**config.mk**
```make
export PLATFORM = sky130hd
export DESIGN_NAME = alu_seq_unit
export DESIGN_NICKNAME = d
export VERILOG_FILES = /design/src/rtl/alu_seq_unit.sv
export SDC_FILE = /design/constraint.sdc
export NUM_CORES = 1
export LEC_CHECK = 0
export CAP_MARGIN = 15
export CORE_MARGIN = 2
export CORE_UTILIZATION = 58
export DETAILED_ROUTE_END_ITERATION = 16
export PLACE_DENSITY_LB_ADDON = 0.1
export SYNTH_ARGS = -nofsm -noshare
export SYNTH_HDL_FRONTEND = slang
export SYNTH_SLANG_ARGS = --single-unit
export TNS_END_PERCENT = 100
```
**constraint.sdc**
```tcl
create_clock -name clk -period 8.4 [get_ports clk]
set_input_delay 1.68 -clock clk [delete_from_list [all_inputs] [get_ports clk]]
set_output_delay 1.68 -clock clk [all_outputs]
set_load 0.01 [all_outputs]
```
**src/rtl/alu_seq_unit.sv**
```systemverilog
// Sequential ALU with valid/ready handshake and a one-deep registered result stage.
// Optional feature macro ALU_SEQ_MUL_EN adds an iterative shift-add multiplier (R-type func 6).
module alu_seq_unit #(
    parameter int DATA_W = 20,
    parameter int FUNC_W = 4
) (
    input  logic              clk,
    input  logic              rst,
    input  logic              in_valid,
    output logic              in_ready,
    input  logic [2:0]        aluop,
    input  logic [FUNC_W-1:0] func,
    input  logic [DATA_W-1:0] op_a,
    input  logic [DATA_W-1:0] op_b,
    output logic              out_valid,
    input  logic              out_ready,
    output logic [DATA_W-1:0] result,
    output logic [3:0]        ctrl,
    output logic              zero,
    output logic              err,
    output logic              busy
);
    localparam logic [3:0] CTRL_ILL = 4'b1111;
`ifdef ALU_SEQ_MUL_EN
    localparam logic [3:0] CTRL_MUL = 4'b1101;
`endif

    // Any func bit above bit 3 makes the code illegal, hence the zero-extended compare.
    function automatic logic [3:0] decode(input logic [2:0] op, input logic [FUNC_W-1:0] fn);
        logic [5:0] f6;
        logic [3:0] c;
        f6 = 6'(fn);
        c  = CTRL_ILL;
        case (op)
            3'b000: begin
                case (f6)
                    6'd1:    c = 4'b0001;
                    6'd2:    c = 4'b0010;
                    6'd3:    c = 4'b0011;
                    6'd4:    c = 4'b0100;
                    6'd5:    c = 4'b0101;
`ifdef ALU_SEQ_MUL_EN
                    6'd6:    c = CTRL_MUL;
`endif
                    default: c = CTRL_ILL;
                endcase
            end
            3'b001:  c = 4'b0110;
            3'b010:  c = 4'b0111;
            3'b011:  c = 4'b1000;
            3'b101:  c = 4'b1001;
            3'b100:  c = 4'b1010;
            3'b110:  c = 4'b1011;
            3'b111:  c = 4'b1100;
            default: c = CTRL_ILL;
        endcase
        return c;
    endfunction

    function automatic logic [DATA_W-1:0] compute(input logic [3:0] c,
                                                  input logic [DATA_W-1:0] a,
                                                  input logic [DATA_W-1:0] b);
        logic [DATA_W-1:0] r;
        r = '0;
        case (c)
            4'b0001, 4'b0110, 4'b1000,
            4'b1001, 4'b1010, 4'b1100: r = a + b;
            4'b0010:                   r = a - b;
            4'b0011, 4'b0111:          r = a & b;
            4'b0100:                   r = a | b;
            4'b0101:                   r = DATA_W'($signed(a) < $signed(b));
            4'b1011:                   r = DATA_W'(a == b);
            default:                   r = '0;
        endcase
        return r;
    endfunction

    logic              out_free_s, accept_s, load_s;
    logic [3:0]        dec_s, load_ctrl_s;
    logic [DATA_W-1:0] load_res_s;
    logic              out_valid_q, out_valid_d, zero_q, zero_d, err_q, err_d;
    logic [DATA_W-1:0] result_q, result_d;
    logic [3:0]        ctrl_q, ctrl_d;

    assign out_free_s = !out_valid_q || out_ready;
    assign dec_s      = decode(aluop, func);
    assign accept_s   = in_valid && in_ready;

`ifdef ALU_SEQ_MUL_EN
    typedef enum logic [1:0] {IDLE, MUL_RUN, MUL_HOLD} state_t;
    localparam int CNT_W = $clog2(DATA_W + 1);

    state_t            state_q, state_d;
    logic [DATA_W-1:0] mcand_q, mcand_d, mplier_q, mplier_d, acc_q, acc_d, step_sum_s;
    logic [CNT_W-1:0]  cnt_q, cnt_d;

    assign step_sum_s = acc_q + (mplier_q[0] ? mcand_q : '0);
    assign in_ready   = (state_q == IDLE) && out_free_s && !rst;
    assign busy       = (state_q != IDLE);

    // FSM next state, shift-add step and selection of what loads the result stage.
    always_comb begin
        state_d     = state_q;
        mcand_d     = mcand_q;
        mplier_d    = mplier_q;
        acc_d       = acc_q;
        cnt_d       = cnt_q;
        load_s      = 1'b0;
        load_res_s  = '0;
        load_ctrl_s = CTRL_ILL;
        case (state_q)
            IDLE: begin
                if (accept_s && (dec_s == CTRL_MUL)) begin
                    state_d  = MUL_RUN;
                    mcand_d  = op_a;
                    mplier_d = op_b;
                    acc_d    = '0;
                    cnt_d    = CNT_W'(DATA_W);
                end else if (accept_s) begin
                    load_s      = 1'b1;
                    load_res_s  = compute(dec_s, op_a, op_b);
                    load_ctrl_s = dec_s;
                end else begin
                    state_d = IDLE;
                end
            end
            MUL_RUN: begin
                acc_d    = step_sum_s;
                mcand_d  = mcand_q << 1;
                mplier_d = mplier_q >> 1;
                cnt_d    = cnt_q - CNT_W'(1);
                if (cnt_q == CNT_W'(1)) begin
                    if (out_free_s) begin
                        load_s      = 1'b1;
                        load_res_s  = step_sum_s;
                        load_ctrl_s = CTRL_MUL;
                        state_d     = IDLE;
                    end else begin
                        state_d = MUL_HOLD;
                    end
                end else begin
                    state_d = MUL_RUN;
                end
            end
            MUL_HOLD: begin
                if (out_free_s) begin
                    load_s      = 1'b1;
                    load_res_s  = acc_q;
                    load_ctrl_s = CTRL_MUL;
                    state_d     = IDLE;
                end else begin
                    state_d = MUL_HOLD;
                end
            end
            default: state_d = IDLE;
        endcase
    end

    // FSM state and multiplier datapath registers.
    always_ff @(posedge clk) begin
        if (rst) begin
            state_q  <= IDLE;
            mcand_q  <= '0;
            mplier_q <= '0;
            acc_q    <= '0;
            cnt_q    <= '0;
        end else begin
            state_q  <= state_d;
            mcand_q  <= mcand_d;
            mplier_q <= mplier_d;
            acc_q    <= acc_d;
            cnt_q    <= cnt_d;
        end
    end
`else
    assign in_ready = out_free_s && !rst;
    assign busy     = 1'b0;

    // Every accepted op completes in a single cycle.
    always_comb begin
        load_s      = accept_s;
        load_res_s  = compute(dec_s, op_a, op_b);
        load_ctrl_s = dec_s;
    end
`endif

    // Result stage: a new load wins over consumption on the same edge.
    always_comb begin
        result_d    = result_q;
        ctrl_d      = ctrl_q;
        zero_d      = zero_q;
        err_d       = err_q;
        out_valid_d = out_valid_q;
        if (load_s) begin
            result_d    = load_res_s;
            ctrl_d      = load_ctrl_s;
            zero_d      = (load_res_s == '0);
            err_d       = (load_ctrl_s == CTRL_ILL);
            out_valid_d = 1'b1;
        end else if (out_ready) begin
            out_valid_d = 1'b0;
        end else begin
            out_valid_d = out_valid_q;
        end
    end

    // Result stage registers.
    always_ff @(posedge clk) begin
        if (rst) begin
            out_valid_q <= 1'b0;
            result_q    <= '0;
            ctrl_q      <= 4'b0000;
            zero_q      <= 1'b0;
            err_q       <= 1'b0;
        end else begin
            out_valid_q <= out_valid_d;
            result_q    <= result_d;
            ctrl_q      <= ctrl_d;
            zero_q      <= zero_d;
            err_q       <= err_d;
        end
    end

    assign out_valid = out_valid_q;
    assign result    = result_q;
    assign ctrl      = ctrl_q;
    assign zero      = zero_q;
    assign err       = err_q;
endmodule

```
==> summary.txt, run 1 <==
Status
  • Status: finished, final reports clean

Synthesis
  • Post-synthesis adder-cell area fraction: 19.3%
  • Synth Area in XOR/XNOR: 3.42%
  • Post-synth EDFFs: 0
  • Syn avg cell area: 7.53 um^2
  • Yosys cell types: 75
  • Mux cell area share after synthesis: 0.244%
  • Largest family of logic cells by synthesized area: compound AO/OA/AOI/OAI gates
  • Seq/Total Area, Yosys: 13.2%
  • Syn nets: 657
  • Syn Inst Count: 544
  • Post-Syn Area: 4100 um^2
  • Post-synthesis compound-gate area fraction: 31.0%
  • Flip-flop and latch count after synthesis: 27
  • Ys flop type: dfxtp_1
  • Simple-gate share of the synthesized area: 22.9%
  • Synth warn: 0
  • Async SR Flop Fraction: 0%

Drt
  • Routed Antenna Nets: 0
  • DR WL/cell: 16.9 um
  • Starting DRT DRC Count: 309
  • Remaining DRCs: 0
  • Final wirelength: 11,600 um
  • Via density: 6.22
  • Pre-Repair DR Iteration Count: 6
  • Via count: 4,298

Floorplan
  • Die W: 88.1 um
  • Cell Rows: 30
  • DIE HEIGHT: 88.1 um
  • I/O pin count: 80
  • Initial core utilization: 60.0%
  • Core Footprint: 6830 um^2
  • DIE AREA: 7750 um^2

Clocking
  • Sink Count: 27
  • TritonCTS Buffers: 3
  • Worst skew pair latency: 0.26 ns
  • CTS H-tree lvls: 1
  • Post-CTS Setup Inserts: 0
  • CTS tree: yes
  • Post-cts sizing count: 0
  • Hold buffer count at CTS: 0
  • CTS root buf: clkbuf_8
  • Longest Clk Path Bufs: 2
  • Clock Pin Slew Worst Setup and Hold Paths: 0.09 ns

Global route
  • First-pass GRT wire length: 18,400 um
  • GRT met2 Usage: 51.6%
  • Vias in the first global route: 3,941
  • M1 GR Usage: 38.4%
  • Met3 Track Usage GR: 2.92%
  • Grt peak-use layer: met2
  • GRT Residual Overflow: 0
  • GRT Overall Usage: 29.7%
  • Antenna violations before repair: 0
  • Largest net degree at the start of global routing: 40

Timing
  • Final hold violation count: 0
  • Slew headroom: 39.9%
  • Period minus WS final: 5.18 ns
  • Skew final: 0.00327 ns
  • Final period util: 61.7%
  • Max-slew violation count: 0
  • Worst slew pin tran: 0.889 ns
  • Fin worst setup slack: 3.22 ns
  • Final setup viols: 0
  • Fmax: 0.193 GHz
  • RSZ-0062 raised after global routing: no
  • Setup TNS: 0 ns

Placed design
  • Area post-placement: 4830 um^2
  • Routability-driven placement congestion ratio: 0.919
  • Buffers on Ports: 78
  • Pre-CTS setup slack: 3.01 ns
  • Detail Placement HPWL: 9280 um

Pwr
  • Switching part of the total power: 40.4%
  • Cell Int Power: 300 uW
  • Pwr per Cell Area: 103 nW/um^2
  • Worst vdd ir: 0.0681 mV
  • Sw Pwr: 203 uW
  • Clock power frac: 14.2%
  • Part of the power in combinational logic: 56.7%
  • P_leak: 0.00209 uW
  • Share of power burned in registers: 29.1%
  • Final total power: 504 uW

Min path
  • Hold Path Class: reg -> reg
  • Hold path depth: 2

Critical path
  • Worst Reg-to-Reg Cells: 10
  • Crit Path Max Fanout: 4
  • Critical path endpoint category: flip-flop
  • CP Launch Type: input port
  • Worst Path Arrival: 5.37 ns
  • FF-to-FF setup slack: 5.72 ns
  • Req. time, crit path: 8.59 ns
  • Setup CP Type: in -> reg

Layout
  • Nets: 709
  • Ant diodes: 0
  • Area growth syn-to-layout: 19.0%
  • Final instance area: 4880 um^2
  • Layout cells sized above 1: 4.37%

Flow run
  • Max Cap Violations: 0
-- power groups by stage --
stage          logic, uW  registers, uW  clock network [uW]
5_1_grt              310            148                77.6
3_3_place_gp         274            149                   0
6_report             286            147                71.5
3_5_place_dp         278            149                   0
2_1_floorplan        178            155                   0
4_1_cts              280            147                72.9
-- sequential cells by signal, indices dropped and copies added, names as in the netlist --
signal	flops
zero	1
out_valid	1
ctrl	4
result	20
err	1
-- layer usage --
layer  vias to the layer above  wire length [um]
met4                         0               346
met1                      2001              5130
met3                        37               759
li1                       2058                 -
met2                       202              5410
met5                         -                 0
-- layout by cell type, fill, tap and decap left out, types with 3 or more instances in the layout --
cell             instances
nor3_2                   3
nor2b_1                  8
a221oi_1                 8
nand3b_1                25
clkbuf_8                 3
o211ai_1                 6
a31o_2                   3
o311a_1                  3
nand2b_1                10
a221o_1                  4
or3_1                    5
nor3_1                   9
o21ai_1                  5
o21bai_1                 5
nand3_1                  7
and2_1                   7
o21ai_0                 36
inv_1                   56
ha_1                    60
o22ai_1                  4
nand2_1                 46
xor2_1                   4
nor2_1                  33
a21oi_1                 39
o211a_1                  3
o221ai_1                 9
dfxtp_1                 27
o31ai_1                  8
xnor2_1                 12
a21o_1                   4
clkdlybuf4s50_1         78
a211oi_1                 7
-- synth_stat cells (9+ instances only) --
cell type	n	area, um^2
nor3_1	10	50.1
buf_2	9	45.0
a21oi_1	39	195
nor2_1	33	124
o21ai_0	36	180
xnor2_1	12	105
ha_1	60	751
o221ai_1	9	78.8
dfxtp_1	27	541
nand3b_1	25	188
clkbuf_1	14	52.6
nand2_1	46	173
nand2b_1	10	62.6
inv_1	56	210
-- worst max-delay path, stage by stage --
cell and delay (ns):
clkdlybuf4s50_1 0.57, inv_1 0.11, ha_1 0.35, a211oi_1 0.49, o21ai_1 0.19, o21ai_1 0.33
inv_1 0.13, a31o_2 0.27, a221o_1 0.29, a221oi_1 0.52, nand4_1 0.18, o31ai_2 0.24
-- final timing paths --
check	start	endpoint
worst max-delay path	op_a[1]	zero
worst min-delay path	result[17]	result[17]
worst max register to register	out_valid	zero
worst min register to register	result[17]	result[17]
-- cells by family (layout without fill, tap and decap cells) --
kind of cell | after synthesis | count (layout)
xor gates and xnor gates | 16 | 16
adders and majority gates | 62 | 62
AOI/OAI and AO/OA | 177 | 177
DFF | 27 | 27
and+or+nand+nor | 170 | 170
muxes | 1 | 1
buffers and inverters | 90 | 141
other | 1 | 1
-- cell type report --
cell class              instances  area (um^2)
inverters                      57          214
clock inverters                 1         7.51
fillers                       601         1960
repair buffers                 80          796
clock buffers                   3         41.3
well taps                      96          120
flip-flops and latches         27          541
multi-input cells             427         3160
-- through the flow --
stage,cells,hold WS (ns),util [%]
after detailed placement,687,0.466,70.7
after CTS,691,0.482,71.4
after floorplan,544,0.492,-
after global routing,691,0.487,71.4
after global placement,687,0.462,70.7
final,691,0.480,71.4
(Power assumes the default switching activity.)
==> run 2: changes to the inputs <==
Settings changed: CORE_UTILIZATION 58 to 54.
Clock period 8.4 ns to 4.8 ns, I/O delays scaled along.
==> run 2 against run 1 <==
  * Clock skew grew 0.0069 ns
  * Combinational power grew 81%
  * Register-to-register slack lost 3.6 ns
  * Critical path depth grew 1
  * Sequential power grew 73%
  * Clock power grew 79%
  * Largest cell class unchanged
==> summary.txt, run 2 (synthesized netlist as in run 1, its figures left out) <==
Critical path
  • Critical path endpoint category: flip-flop
  • Crit path buf inv count: 1 (-2)
  • Worst Path Arrival: 4.82 ns (-0.55 ns)
  • CP top delay family: compound AO/OA/AOI/OAI gates
  • RR Endpoint: zero
  • Worst Reg-to-Reg Cells: 9 (-1)
  • CP cell instances: clkdlybuf4s50_1 -> ha_1 -> fa_1 -> a21oi_1 -> o21ai_0 -> a21oi_1 -> o21ai_0 -> a221o_1 -> a221oi_1 -> nand2_1 -> nor4_1 -> nand4_1 -> o31ai_2
  • CP max stage cell: a221oi_1
  • CP Launch Type: input port
  • Reg2reg start: out_valid
  • Critical Path Source: op_b[0]
  • FF-to-FF setup slack: 2.16 ns (-3.56 ns)
  • CP max stage delay: 0.57 ns (about the same)
  • Setup CP Type: in -> reg
  • Crit Path Max Fanout: 3 (-1)
  • Req. time, crit path: 5.00 ns (-3.59 ns)

Drt
  • Remaining DRCs: 0 (unchanged)
  • Via count: 4,336 (+0.88%)
  • Via density: 6.13 (-1.4%)
  • Final wirelength: 12,100 um (+4.2%)
  • Starting DRT DRC Count: 269 (-13%)
  • Routed Antenna Nets: 0 (unchanged)
  • DR WL/cell: 17.2 um (+1.8%)
  • Pre-Repair DR Iteration Count: 5 (-1)

Placed design
  • Pre-CTS setup slack: 0.0355 ns (-2.98 ns)
  • Routability-driven placement congestion ratio: 0.890 (-3.2%)
  • Detail Placement HPWL: 9710 um (+4.6%)
  • Buffers on Ports: 78 (unchanged)

Floorplan
  • Initial core utilization: 56.2% (-3.8 points)
  • Die W: 91.1 um (+3.5%)
  • Core Footprint: 7290 um^2 (+6.7%)
  • Cell Rows: 31 (+3.3%)
  • DIE HEIGHT: 91.1 um (+3.5%)
  • I/O pin count: 80 (unchanged)
  • DIE AREA: 8300 um^2 (+7.1%)

Clocking
  • Longest Clk Path Bufs: 2 (unchanged)
  • Hold buffer count at CTS: 0 (unchanged)
  • Post-cts sizing count: 0 (unchanged)
  • CTS H-tree lvls: 1 (unchanged)
  • Sink Count: 27 (unchanged)
  • CTS tree: yes
  • CTS root buf: clkbuf_8
  • Clock Pin Slew Worst Setup and Hold Paths: 0.09 ns (about the same)
  • TritonCTS Buffers: 3 (unchanged)
  • Post-CTS Setup Inserts: 0 (unchanged)
  • Worst skew pair latency: 0.27 ns (about the same)

Pwr
  • Switching part of the total power: 40.4% (about the same)
  • Sw Pwr: 364 uW (+79%)
  • Final total power: 901 uW (+79%)
  • Pwr per Cell Area: 181 nW/um^2 (+75%)
  • Worst vdd ir: 0.0955 mV (+40%)
  • Share of power burned in registers: 28.3% (-0.8 points)
  • Part of the power in combinational logic: 57.4% (+0.7 points)
  • P_leak: 0.00215 uW (+2.9%)
  • Cell Int Power: 537 uW (+79%)
  • Clock power frac: 14.3% (about the same)

Layout
  • Max reg flops: 20 (unchanged)
  • Area growth syn-to-layout: 21.3%
  • Most frequent cells in the layout: clkdlybuf4s50_1 (78), ha_1 (60), inv_1 (56)
  • Nets: 722 (+1.8%)
  • Layout cells sized above 1: 6.25% (+1.9 points)
  • Ant diodes: 0 (unchanged)
  • Commonest non-fill, non-tap cell in the layout: clkdlybuf4s50_1

Timing
  • Max-slew violation count: 0 (unchanged)
  • Skew final: 0.0102 ns (+0.00691 ns)
  • Fmax: 0.216 GHz
  • Worst slew pin tran: 0.868 ns (-0.0214 ns)
  • Slew headroom: 41.3% (+1.4 points)
  • Period minus WS final: 4.62 ns
  • Setup TNS: 0 ns (unchanged)
  • Final period util: 96.3%
  • Fin worst setup slack: 0.176 ns (-3.05 ns)
  • Final setup viols: 0 (unchanged)
  • RSZ-0062 raised after global routing: no
  • Final hold violation count: 0 (unchanged)

Flow run
  • Max Cap Violations: 0 (unchanged)

Global route
  • Largest net degree at the start of global routing: 39 (-2.5%)
  • First-pass GRT wire length: 19,600 um (+6.3%)
  • Antenna violations before repair: 0 (unchanged)
  • GRT Overall Usage: 28.4% (-1.3 points)
  • GRT Residual Overflow: 0 (unchanged)
  • Vias in the first global route: 4,075 (+3.4%)

Min path
  • Hold Path Class: reg -> reg
  • Hold path depth: 2 (unchanged)
  • Hold path start: result[7]
  • Worst Hold End: result[7]

Status
  • Status: finished, final reports clean
[run 2: changes by cell type in the layout (fill, tap and decap cells not counted), sizes merged]
cell / delta
buf: +13
[run 2: worst max-delay path by stage]
stage | end | slack (ns) | depth (start not counted)
after floorplan | zero | 1.11 | 12
after global placement | zero | 0.21 | 14
after detailed placement | zero | 0.04 | 14
after CTS | zero | 0.31 | 14
after global routing | zero | 0.13 | 13
final | zero | 0.18 | 13
[run 2: per-layer routing]
metal | GRT usage [%] | routed length [um]
met1 | 37.0 | 5230
met2 | 50.4 | 5810
met3 | 2.41 | 853
met4 | 6.94 | 238
met5 | 0 | 0
[run 2: power groups by stage]
| stage | clock network, uW | logic (uW) | registers [uW] |
|---|---|---|---|
| floorplan | 0 | 311 | 271 |
| global placement | 0 | 498 | 261 |
| detailed placement | 0 | 506 | 261 |
| CTS | 131 | 509 | 256 |
| global route | 140 | 560 | 259 |
| finish | 128 | 517 | 255 |
[run 2: stage by stage]
| stage | instances | utilization (%) | instance area [um^2] | hold slack, ns |
|---|---|---|---|---|
| 2_1_floorplan | 544 | - | 4100 | 0.492 |
| 3_3_place_gp | 703 | 67.5 | 4920 | 0.461 |
| 3_5_place_dp | 703 | 67.5 | 4920 | 0.463 |
| 4_1_cts | 707 | 68.2 | 4970 | 0.479 |
| 5_1_grt | 707 | 68.2 | 4970 | 0.498 |
| 6_report | 707 | 68.2 | 4970 | 0.477 |
[run 2: final cells by class]
| type | instances | area (um^2) |
|---|---|---|
| multi-input combinational | 427 | 3150 |
| fill | 667 | 2320 |
| timing repair buffer | 93 | 893 |
| sequential | 27 | 541 |
| inverter | 57 | 214 |
| tap | 99 | 124 |
| clock buffer | 3 | 41.3 |
| clock inverter | 1 | 7.51 |
[run 2: worst min-delay path, cell delays in order (launching register included)]
cell,delay [ns]
dfxtp_1,0.32
nand2b_1,0.06
o21ai_0,0.06
